[src/rtl/ram_arb_pkg.sv]
// ram_arb_pkg: shared types and defaults for the two-requester RAM port arbiter
package ram_arb_pkg;
  typedef enum logic [1:0] {IDLE = 2'd0, GNT_A = 2'd1, GNT_B = 2'd2} state_e;
  localparam logic OWN_A = 1'b0;
  localparam logic OWN_B = 1'b1;
  localparam int ADDR_W_DEF = 8;
  localparam int DATA_W_DEF = 8;
endpackage

[src/rtl/ram_port_arbiter_rd_tag_pipe.sv]
// rd_tag_pipe: RD_LAT-deep {valid, owner} shift register tracking reads in flight; ports clk, rst (sync active-low), in_vld/in_own -> out_vld/out_own
module rd_tag_pipe #(
  parameter int RD_LAT = 1
) (
  input  logic clk,
  input  logic rst,
  input  logic in_vld,
  input  logic in_own,
  output logic out_vld,
  output logic out_own
);
  logic [RD_LAT-1:0] vld_q, own_q;
  logic [RD_LAT:0] vld_d, own_d;
  assign vld_d = {vld_q, in_vld};
  assign own_d = {own_q, in_own};
  always_ff @(posedge clk) begin
    if (!rst) begin
      vld_q <= '0;
      own_q <= '0;
    end else begin
      vld_q <= vld_d[RD_LAT-1:0];
      own_q <= own_d[RD_LAT-1:0];
    end
  end
  assign out_vld = vld_q[RD_LAT-1];
  assign out_own = own_q[RD_LAT-1];
endmodule

[src/rtl/ram_port_arbiter.sv]
// ram_port_arbiter: round-robin/priority arbiter sharing one RAM port between requesters A and B; ports a_*/b_* requester side, mem_* RAM side, conflict_cnt saturating tie counter
module ram_port_arbiter
  import ram_arb_pkg::*;
#(
  parameter int ADDR_W = ADDR_W_DEF,
  parameter int DATA_W = DATA_W_DEF,
  parameter int RD_LAT = 1,
  parameter int PRIO_A = 0,
  parameter int CNT_W  = 16
) (
  input  logic              clk,
  input  logic              rst,
  input  logic              a_req,
  input  logic              a_we,
  input  logic [ADDR_W-1:0] a_addr,
  input  logic [DATA_W-1:0] a_wdata,
  output logic              a_gnt,
  output logic              a_rvalid,
  output logic [DATA_W-1:0] a_rdata,
  input  logic              b_req,
  input  logic              b_we,
  input  logic [ADDR_W-1:0] b_addr,
  input  logic [DATA_W-1:0] b_wdata,
  output logic              b_gnt,
  output logic              b_rvalid,
  output logic [DATA_W-1:0] b_rdata,
  output logic              mem_en,
  output logic              mem_we,
  output logic [ADDR_W-1:0] mem_addr,
  output logic [DATA_W-1:0] mem_wdata,
  input  logic [DATA_W-1:0] mem_rdata,
  output logic [CNT_W-1:0]  conflict_cnt
);
  state_e state_q, state_d;
  logic rr_last_q, rr_last_d;
  logic we_q, we_d;
  logic [ADDR_W-1:0] addr_q, addr_d;
  logic [DATA_W-1:0] wdata_q, wdata_d;
  logic [CNT_W-1:0] cnt_q, cnt_d;
  logic a_elig, b_elig, both, tag_vld, tag_own;
  // the owner of the current cycle is masked so a req still high during its gnt cycle is not re-issued
  assign a_elig = a_req & (state_q != GNT_A);
  assign b_elig = b_req & (state_q != GNT_B);
  assign both = a_elig & b_elig;
  always_comb begin
    state_d = both ? ((PRIO_A != 0 || rr_last_q == OWN_B) ? GNT_A : GNT_B)
            : a_elig ? GNT_A : b_elig ? GNT_B : IDLE;
    rr_last_d = state_d == GNT_A ? OWN_A : state_d == GNT_B ? OWN_B : rr_last_q;
    we_d = state_d == GNT_A ? a_we : state_d == GNT_B ? b_we : 1'b0;
    addr_d = state_d == GNT_A ? a_addr : state_d == GNT_B ? b_addr : addr_q;
    wdata_d = state_d == GNT_A ? a_wdata : state_d == GNT_B ? b_wdata : wdata_q;
    cnt_d = (both && cnt_q != '1) ? cnt_q + 1'b1 : cnt_q;
  end
  always_ff @(posedge clk) begin
    if (!rst) begin
      state_q <= IDLE;
      rr_last_q <= OWN_B;
      we_q <= 1'b0;
      addr_q <= '0;
      wdata_q <= '0;
      cnt_q <= '0;
    end else begin
      state_q <= state_d;
      rr_last_q <= rr_last_d;
      we_q <= we_d;
      addr_q <= addr_d;
      wdata_q <= wdata_d;
      cnt_q <= cnt_d;
    end
  end
  assign a_gnt = state_q == GNT_A;
  assign b_gnt = state_q == GNT_B;
  assign mem_en = state_q != IDLE;
  assign mem_we = we_q;
  assign mem_addr = addr_q;
  assign mem_wdata = wdata_q;
  assign conflict_cnt = cnt_q;
  rd_tag_pipe #(.RD_LAT(RD_LAT)) u_tags (
    .clk(clk),
    .rst(rst),
    .in_vld(mem_en & ~mem_we),
    .in_own(state_q == GNT_B),
    .out_vld(tag_vld),
    .out_own(tag_own)
  );
  assign a_rvalid = tag_vld & (tag_own == OWN_A);
  assign b_rvalid = tag_vld & (tag_own == OWN_B);
  assign a_rdata = a_rvalid ? mem_rdata : '0;
  assign b_rdata = b_rvalid ? mem_rdata : '0;
endmodule
[config.mk]
export PLATFORM = sky130hd
export DESIGN_NAME = ram_port_arbiter
export DESIGN_NICKNAME = d
export VERILOG_FILES = /design/src/rtl/ram_arb_pkg.sv /design/src/rtl/ram_port_arbiter_rd_tag_pipe.sv /design/src/rtl/ram_port_arbiter.sv
export SDC_FILE = /design/constraint.sdc
export NUM_CORES = 1
export LEC_CHECK = 0
export ABC_AREA = 1
export CORE_ASPECT_RATIO = 0.7
export CORE_UTILIZATION = 39
export CTS_CLUSTER_DIAMETER = 30
export DETAILED_ROUTE_END_ITERATION = 6
export PLACE_DENSITY = 0.8
export SLEW_MARGIN = 20
export SYNTH_ARGS = -nofsm -noshare
export SYNTH_HDL_FRONTEND = slang
export SYNTH_HIERARCHICAL = 1
export SYNTH_SLANG_ARGS = --single-unit
export TNS_END_PERCENT = 30
[constraint.sdc]
create_clock -name clk -period 2.6 [get_ports clk]
set_input_delay 0.26 -clock clk [delete_from_list [all_inputs] [get_ports clk]]
set_output_delay 0.26 -clock clk [all_outputs]
set_load 0.02 [all_outputs]
==> impl_metrics.json, run 1 <==
{
  "status": "completed",
  "finalHoldViolCount": 0,
  "rr_endpoint": "mem_addr[0]",
  "die_width_um": 89.9,
  "post_drt_wl_per_cell_um": 12.1,
  "vias": 2348,
  "route.detailed.drc": 0,
  "power_uw": 1580,
  "syn_avg_cell_area_um2": 6.49,
  "min_to": "mem_wdata[1]",
  "period_share_pct": 82.0,
  "nets": 475,
  "finalSetupViolations": 0,
  "synth_top_family_by_area": "simple AND/OR/NAND/NOR gates",
  "cp_max_fo": 17,
  "start_util_pct": 42.3,
  "grt_pass1_wl_um": 10400,
  "grt_usage_pct": 22.6,
  "synthTopCellsByCount": "nand2_1 (87), nor2_1 (50), inv_1 (43)",
  "vias_per_cell": 4.73,
  "numPortBuffers": 99,
  "post_cts_buffers": 0,
  "cp_slowest_cell": "clkinv_1",
  "syn2layout_area_growth_pct": 54.7,
  "hold_class": "reg2reg",
  "setup_ws_ns": 0.468,
  "crit_buf_inv": 3,
  "rows": 21,
  "max_slew.worst_pin.slew_ns": 0.441,
  "grt_util_met1_pct": 30.1,
  "power_density_nw_per_um2": 485,
  "drv_cap": 0,
  "drive_gt1_share_pct": 6.32,
  "synth-simple-area-share_pct": 38.2,
  "placed_cell_area_um2": 3170,
  "stdcell_count": 496,
  "cts_htree_levels": 2,
  "crit_path_cell_trace": "inv_2 -> nand2_1 -> nand2_1 -> o21ai_0 -> ha_1 -> clkinv_1 -> nand2_1 -> nand3_1 -> o211ai_1 -> inv_1",
  "io_pins": 100,
  "yosysUniqueCellTypes": 27,
  "use_met3_pct": 6.76,
  "path_class": "reg2reg",
  "rsz0062_at_grt": "no",
  "synth.top_cell.area_share_pct": 36.0,
  "end_kind": "flip-flop",
  "synthFlopType": "dfxtp_1",
  "synth_edf_count": 0,
  "vdd_ir_drop_max_uv": 327,
  "clockBufferDepth": 2,
  "finalInstanceArea_um2": 3270,
  "reg2reg_depth": 10,
  "path_delay_family": "buffers and inverters",
  "busiest_layer": "met2",
  "yosysMostFrequentCell": "nand2_1",
  "min-delay-start": "mem_wdata[1]",
  "ys_seq_area_share_pct": 36.0,
  "drtAntennaViolNets": 0,
  "met2_usage_pct": 36.7,
  "synthAdderAreaFrac_pct": 1.78,
  "arrival_ns": 2.32,
  "ff2ff_setup_slack_ns": 0.47,
  "required_ns": 2.79,
  "dpl.cell_count": 488,
  "root_buffer": "clkbuf_8",
  "synthMuxAreaShare_pct": 0,
  "pre_cts_ws_ns": 0.203,
  "fp.dieH_um": 63.6,
  "fmax_ghz": 0.469,
  "wl_um": 6020,
  "synth-seq-cells": 38,
  "setup_tns_ns": 0,
  "clk_pin_slew_ns": 0.07,
  "first_pass_iters": 4,
  "cts_resized": 0,
  "synth_largest_area_cell": "dfxtp_1",
  "syn_inst": 325,
  "worstSkewPairLatency_ns": 0.29,
  "maxSlewViolCount": 0,
  "fin_crit_ns": 2.13,
  "cp_slowest_stage_delay_ns": 0.38,
  "dieArea_um2": 5720,
  "worst_setup_path_start_kind": "flip-flop",
  "clkSinkCount": 38,
  "place.gp.congestion": 0.843,
  "dpl.hpwl_um": 4770,
  "cts_hold_buf": 0,
  "whs_path_depth": 2,
  "grt_max_degree": 33,
  "antenna_found_initial": 0,
  "synth-xor-area-share_pct": 0.415,
  "core_um2": 4990,
  "diodes": 0,
  "rr_startpoint": "state_q[1]",
  "syn_nets": 374,
  "critPathMostFrequentCell": "nand2_1",
  "syn-cell-area_um2": 2110,
  "yosys_warnings": 6,
  "p_leak_uw": 0.00140,
  "synth_compound_area_share_pct": 13.0,
  "cts-buffers-inserted": 5,
  "synth.area.top_cells": "dfxtp_1 (36%), nand2_1 (15%), nor2_1 (8.9%)",
  "max-slew-margin-rel_pct": 70.4,
  "first_iter_violations": 123,
  "fin_skew_ns": 0.00562,
  "cts_tree": "done",
  "grt.overflow.total": 0,
  "grt_pass1_vias": 2285,
  "async_reset_ff_share_pct": 0
}
==> kinds of logic (layout without fill, tap and decap cells) <==
| logic type | after synthesis | count (layout) |
|---|---|---|
| AOI/OAI and AO/OA | 42 | 42 |
| xor gates and xnor gates | 1 | 1 |
| adders and majority gates | 3 | 3 |
| buffers and inverters | 57 | 159 |
| DFF | 38 | 38 |
| and+or+nand+nor | 184 | 184 |
==> area by class of cell <==
cell class	instances	area, um^2
multi-input cells	230	1130
inverters	48	180
well taps	69	86.3
clock buffers	7	86.3
repair buffers	103	1020
flip-flops and latches	38	761
clock inverters	1	5.00
fillers	423	1730
==> stage by stage <==
stage / hold WS [ns] / util, %
after CTS: 0.485 / 65.4
after global routing: 0.502 / 65.4
after floorplan: 0.353 / -
final: 0.484 / 65.4
after detailed placement: 0.468 / 63.6
after global placement: 0.461 / 63.6
==> tightest hold or removal path, stage by stage, from the launching register on <==
cell and delay (ns):
dfxtp_1 0.33, o211ai_1 0.08, inv_1 0.05
==> sequential cells by signal (all words and copies together) (netlist names) <==
register and cells:
conflict_cnt 16, mem_addr 8, mem_wdata 8, mem_we 1, rr_last_q 1, state_q 2, u_tags/out_own 1, u_tags/out_vld 1
==> how the worst max path moves through the flow <==
stage,startpoint,to,slack [ns],cells after the start
after global placement,a_req,mem_addr[6],0.36,10
after detailed placement,a_req,mem_addr[0],0.20,10
after floorplan,state_q[1],mem_addr[4],0.72,11
after global routing,state_q[1],mem_addr[6],0.20,10
final,state_q[1],mem_addr[0],0.47,10
after CTS,state_q[1],mem_addr[0],0.44,10
==> cells in the final DEF (no fill, tap or decap) <==
| cell type | netlist | layout |
|---|---|---|
| nand2_1 | 87 | 87 |
| nor2_1 | 50 | 50 |
| o21ai_1 | 1 | 1 |
| nand3b_1 | 1 | 1 |
| xor2_1 | 1 | 1 |
| o211ai_1 | 16 | 16 |
| nand3_1 | 31 | 31 |
| nor3_1 | 1 | 1 |
| nand2_2 | 1 | 1 |
| nor2_4 | 4 | 4 |
| clkinv_2 | 0 | 1 |
| nand4_1 | 4 | 4 |
| nor2_2 | 3 | 3 |
| a21oi_1 | 15 | 15 |
| dfxtp_1 | 38 | 38 |
| nand2_4 | 1 | 1 |
| o21ai_4 | 1 | 1 |
| clkinv_1 | 2 | 2 |
| o21ai_0 | 7 | 7 |
| inv_1 | 43 | 43 |
| clkbuf_8 | 0 | 6 |
| clkdlybuf4s50_1 | 0 | 99 |
| ha_1 | 3 | 3 |
| buf_4 | 0 | 4 |
| a21boi_2 | 2 | 2 |
| clkbuf_1 | 5 | 1 |
| inv_2 | 3 | 3 |
| nand3_4 | 1 | 1 |
==> layer usage <==
layer  part of all wire [%]  wire [um]
met5                      0          0
met4                   0.33         20
met3                    6.0        362
met2                     45       2710
met1                     49       2920
==> power breakdown <==
part / internal [uW] / leakage (uW) / switching (uW) / total [uW]
Sequential: 639 / 0.000311 / 39.1 / 679
Combinational: 235 / 0.00104 / 256 / 491
Clock: 214 / 0.0000482 / 201 / 415
Total: 1090 / 0.00140 / 496 / 1580
No activity file was read; power rests on OpenSTA's default activity.
==> run 2: changes to the inputs <==
--- a/config.mk
+++ b/config.mk
@@ -7,10 +7,10 @@
 export LEC_CHECK = 0
 export ABC_AREA = 1
 export CORE_ASPECT_RATIO = 0.7
-export CORE_UTILIZATION = 39
+export CORE_UTILIZATION = 37
 export CTS_CLUSTER_DIAMETER = 30
 export DETAILED_ROUTE_END_ITERATION = 6
-export PLACE_DENSITY = 0.8
+export PLACE_DENSITY = 0.79
 export SLEW_MARGIN = 20
 export SYNTH_ARGS = -nofsm -noshare
 export SYNTH_HDL_FRONTEND = slang
==> constraint.sdc (replaced) <==
create_clock -name clk -period 1.7 [get_ports clk]
set_input_delay 0.17 -clock clk [delete_from_list [all_inputs] [get_ports clk]]
set_output_delay 0.17 -clock clk [all_outputs]
set_load 0.02 [all_outputs]
==> run 2 against run 1 <==
Against the previous run: first-iteration DRC count down 46%; cell count up 4.0%; power up 60%; sequential share of layout area down 1.4 points; hold slack worse by 0.11 ns; count of clock-buffer cells in the layout unchanged; sequential power up 53%; final area up 7.3%; critical endpoint is now mem_wdata[3].
==> impl_metrics.json, run 2 (synthesis results as in run 1) <==
{
  "wl_met1_um": 2830,
  "max-slew-margin-rel_pct": 79.2,
  "wl_um": 6410,
  "cp_max_fo": 11,
  "wl_met2_um": 3110,
  "top_layer_used": "met4",
  "layout_common_cells": "nand2_1 (84), clkdlybuf4s50_1 (78), nor2_1 (50)",
  "first_pass_iters": 4,
  "period_share_pct": 96.0,
  "diodes": 0,
  "maxSlewViolCount": 0,
  "fmax_ghz": 0.613,
  "cts_tree": "done",
  "drive_gt1_share_pct": 12.8,
  "numPortBuffers": 99,
  "drv_cap": 0,
  "antenna_found_initial": 0,
  "power_density_nw_per_um2": 722,
  "grt_usage_pct": 21.2,
  "largest_register_ff_count": 16,
  "setup_ws_ns": 0.0675,
  "nets": 493,
  "pre_cts_ws_ns": -0.262,
  "clk_pin_slew_ns": 0.07,
  "place.gp.congestion": 0.818,
  "dpl.cell_count": 504,
  "finalHoldViolCount": 0,
  "cts_htree_levels": 2,
  "arrival_ns": 1.82,
  "clockBufferDepth": 2,
  "worstSkewPairLatency_ns": 0.29,
  "fin_crit_ns": 1.63,
  "fillCellCount": 468,
  "end_kind": "flip-flop",
  "dieArea_um2": 6020,
  "max_slew.worst_pin.slew_ns": 0.310,
  "root_buffer": "clkbuf_8",
  "route.detailed.drc": 0,
  "core_um2": 5370,
  "die_width_um": 92.3,
  "start_util_pct": 39.3,
  "fp.dieH_um": 65.2,
  "io_pins": 100,
  "first_iter_violations": 67,
  "p_leak_uw": 0.00163,
  "hold_class": "in2reg",
  "cts_hold_buf": 0,
  "cts-buffers-inserted": 5,
  "setup_tns_ns": 0,
  "worst_setup_path_start_kind": "flip-flop",
  "path_class": "reg2reg",
  "final_common_cell": "nand2_1",
  "grt.overflow.total": 0,
  "finalSetupViolations": 0,
  "grt_pass1_vias": 2334,
  "vdd_ir_drop_max_uv": 700,
  "grt_max_degree": 23,
  "dpl.hpwl_um": 4880,
  "drtAntennaViolNets": 0,
  "status": "completed",
  "rows": 22,
  "syn2layout_area_growth_pct": 66.0,
  "post_drt_wl_per_cell_um": 12.4,
  "placed_cell_area_um2": 3290,
  "clkSinkCount": 38,
  "grt_pass1_wl_um": 10200,
  "vias": 2463,
  "whs_ns": 0.370,
  "stdcell_count": 516,
  "required_ns": 1.89,
  "vias_per_cell": 4.77,
  "finalInstanceArea_um2": 3500,
  "wl_met3_um": 430,
  "fin_skew_ns": 0.00438
}
[run 2: cell count changes in the layout (fill, tap and decap cells not counted), moves of 3 or more]
cell             before  now
clkdlybuf4s50_1      99   78
dlygate4sd2_1         0   17
buf_4                 4   18
dfxtp_1              38   35
dlymetal6s2s_1        0    3
inv_4                 0    3
nand2_1              87   84
o21ai_0               7    4
[run 2: report_power, final]
group	internal [uW]	total (uW)	switching (uW)
sequential	979	1040	63.4
clock	283	597	315
combinational	457	892	435
[run 2: cell type report]
| type | instances | area (um^2) | area share [%] |
|---|---|---|---|
| clock buffer | 7 | 76.3 | 2.18 |
| inverter | 48 | 188 | 5.36 |
| multi-input combinational | 230 | 1210 | 34.5 |
| sequential | 38 | 767 | 21.9 |
| tap | 72 | 90.1 | 2.57 |
| timing repair buffer | 121 | 1170 | 33.5 |
[run 2: per-stage QoR]
stage | total power [uW] | utilization, %
2_1_floorplan | 1450 | -
3_3_place_gp | 1850 | 61.3
3_5_place_dp | 1860 | 61.3
4_1_cts | 2450 | 62.6
5_1_grt | 2670 | 65.3
6_report | 2530 | 65.3
[run 2: worst paths after layout]
path / from / endpoint / slack, ns / cells after the start
setup reg to reg: state_q[1] / mem_wdata[3] / 0.07 / 10
setup / recovery: state_q[1] / mem_wdata[3] / 0.07 / 10
hold reg to reg: mem_we / u_tags/out_vld / 0.49 / 3
hold / removal: a_req / state_q[1] / 0.37 / 4
[run 2: routing by layer]
layer / global-route usage, % / vias up
met2: 36.8 / 72
met1: 25.7 / 1119
li1: - / 1266
met4: 4.88 / 0
met3: 6.60 / 6
met5: 0 / -
[run 2: worst max-delay path, stage by stage (launching register included)]
cell,delay [ns]
dfxtp_2,0.35
inv_4,0.06
nand2_4,0.08
nand2_4,0.06
o21ai_4,0.19
inv_2,0.07
ha_4,0.28
inv_4,0.05
clkbuf_16,0.16
o211ai_1,0.18
inv_1,0.05
[run 2: timing repair]
item | in CTS | in global routing
pin swaps | 0 | 7
setup endpoints to repair | 37 | 31
gates cloned | 0 | 2
resized for setup | 25 | 22
buffers inserted | 0 | 3
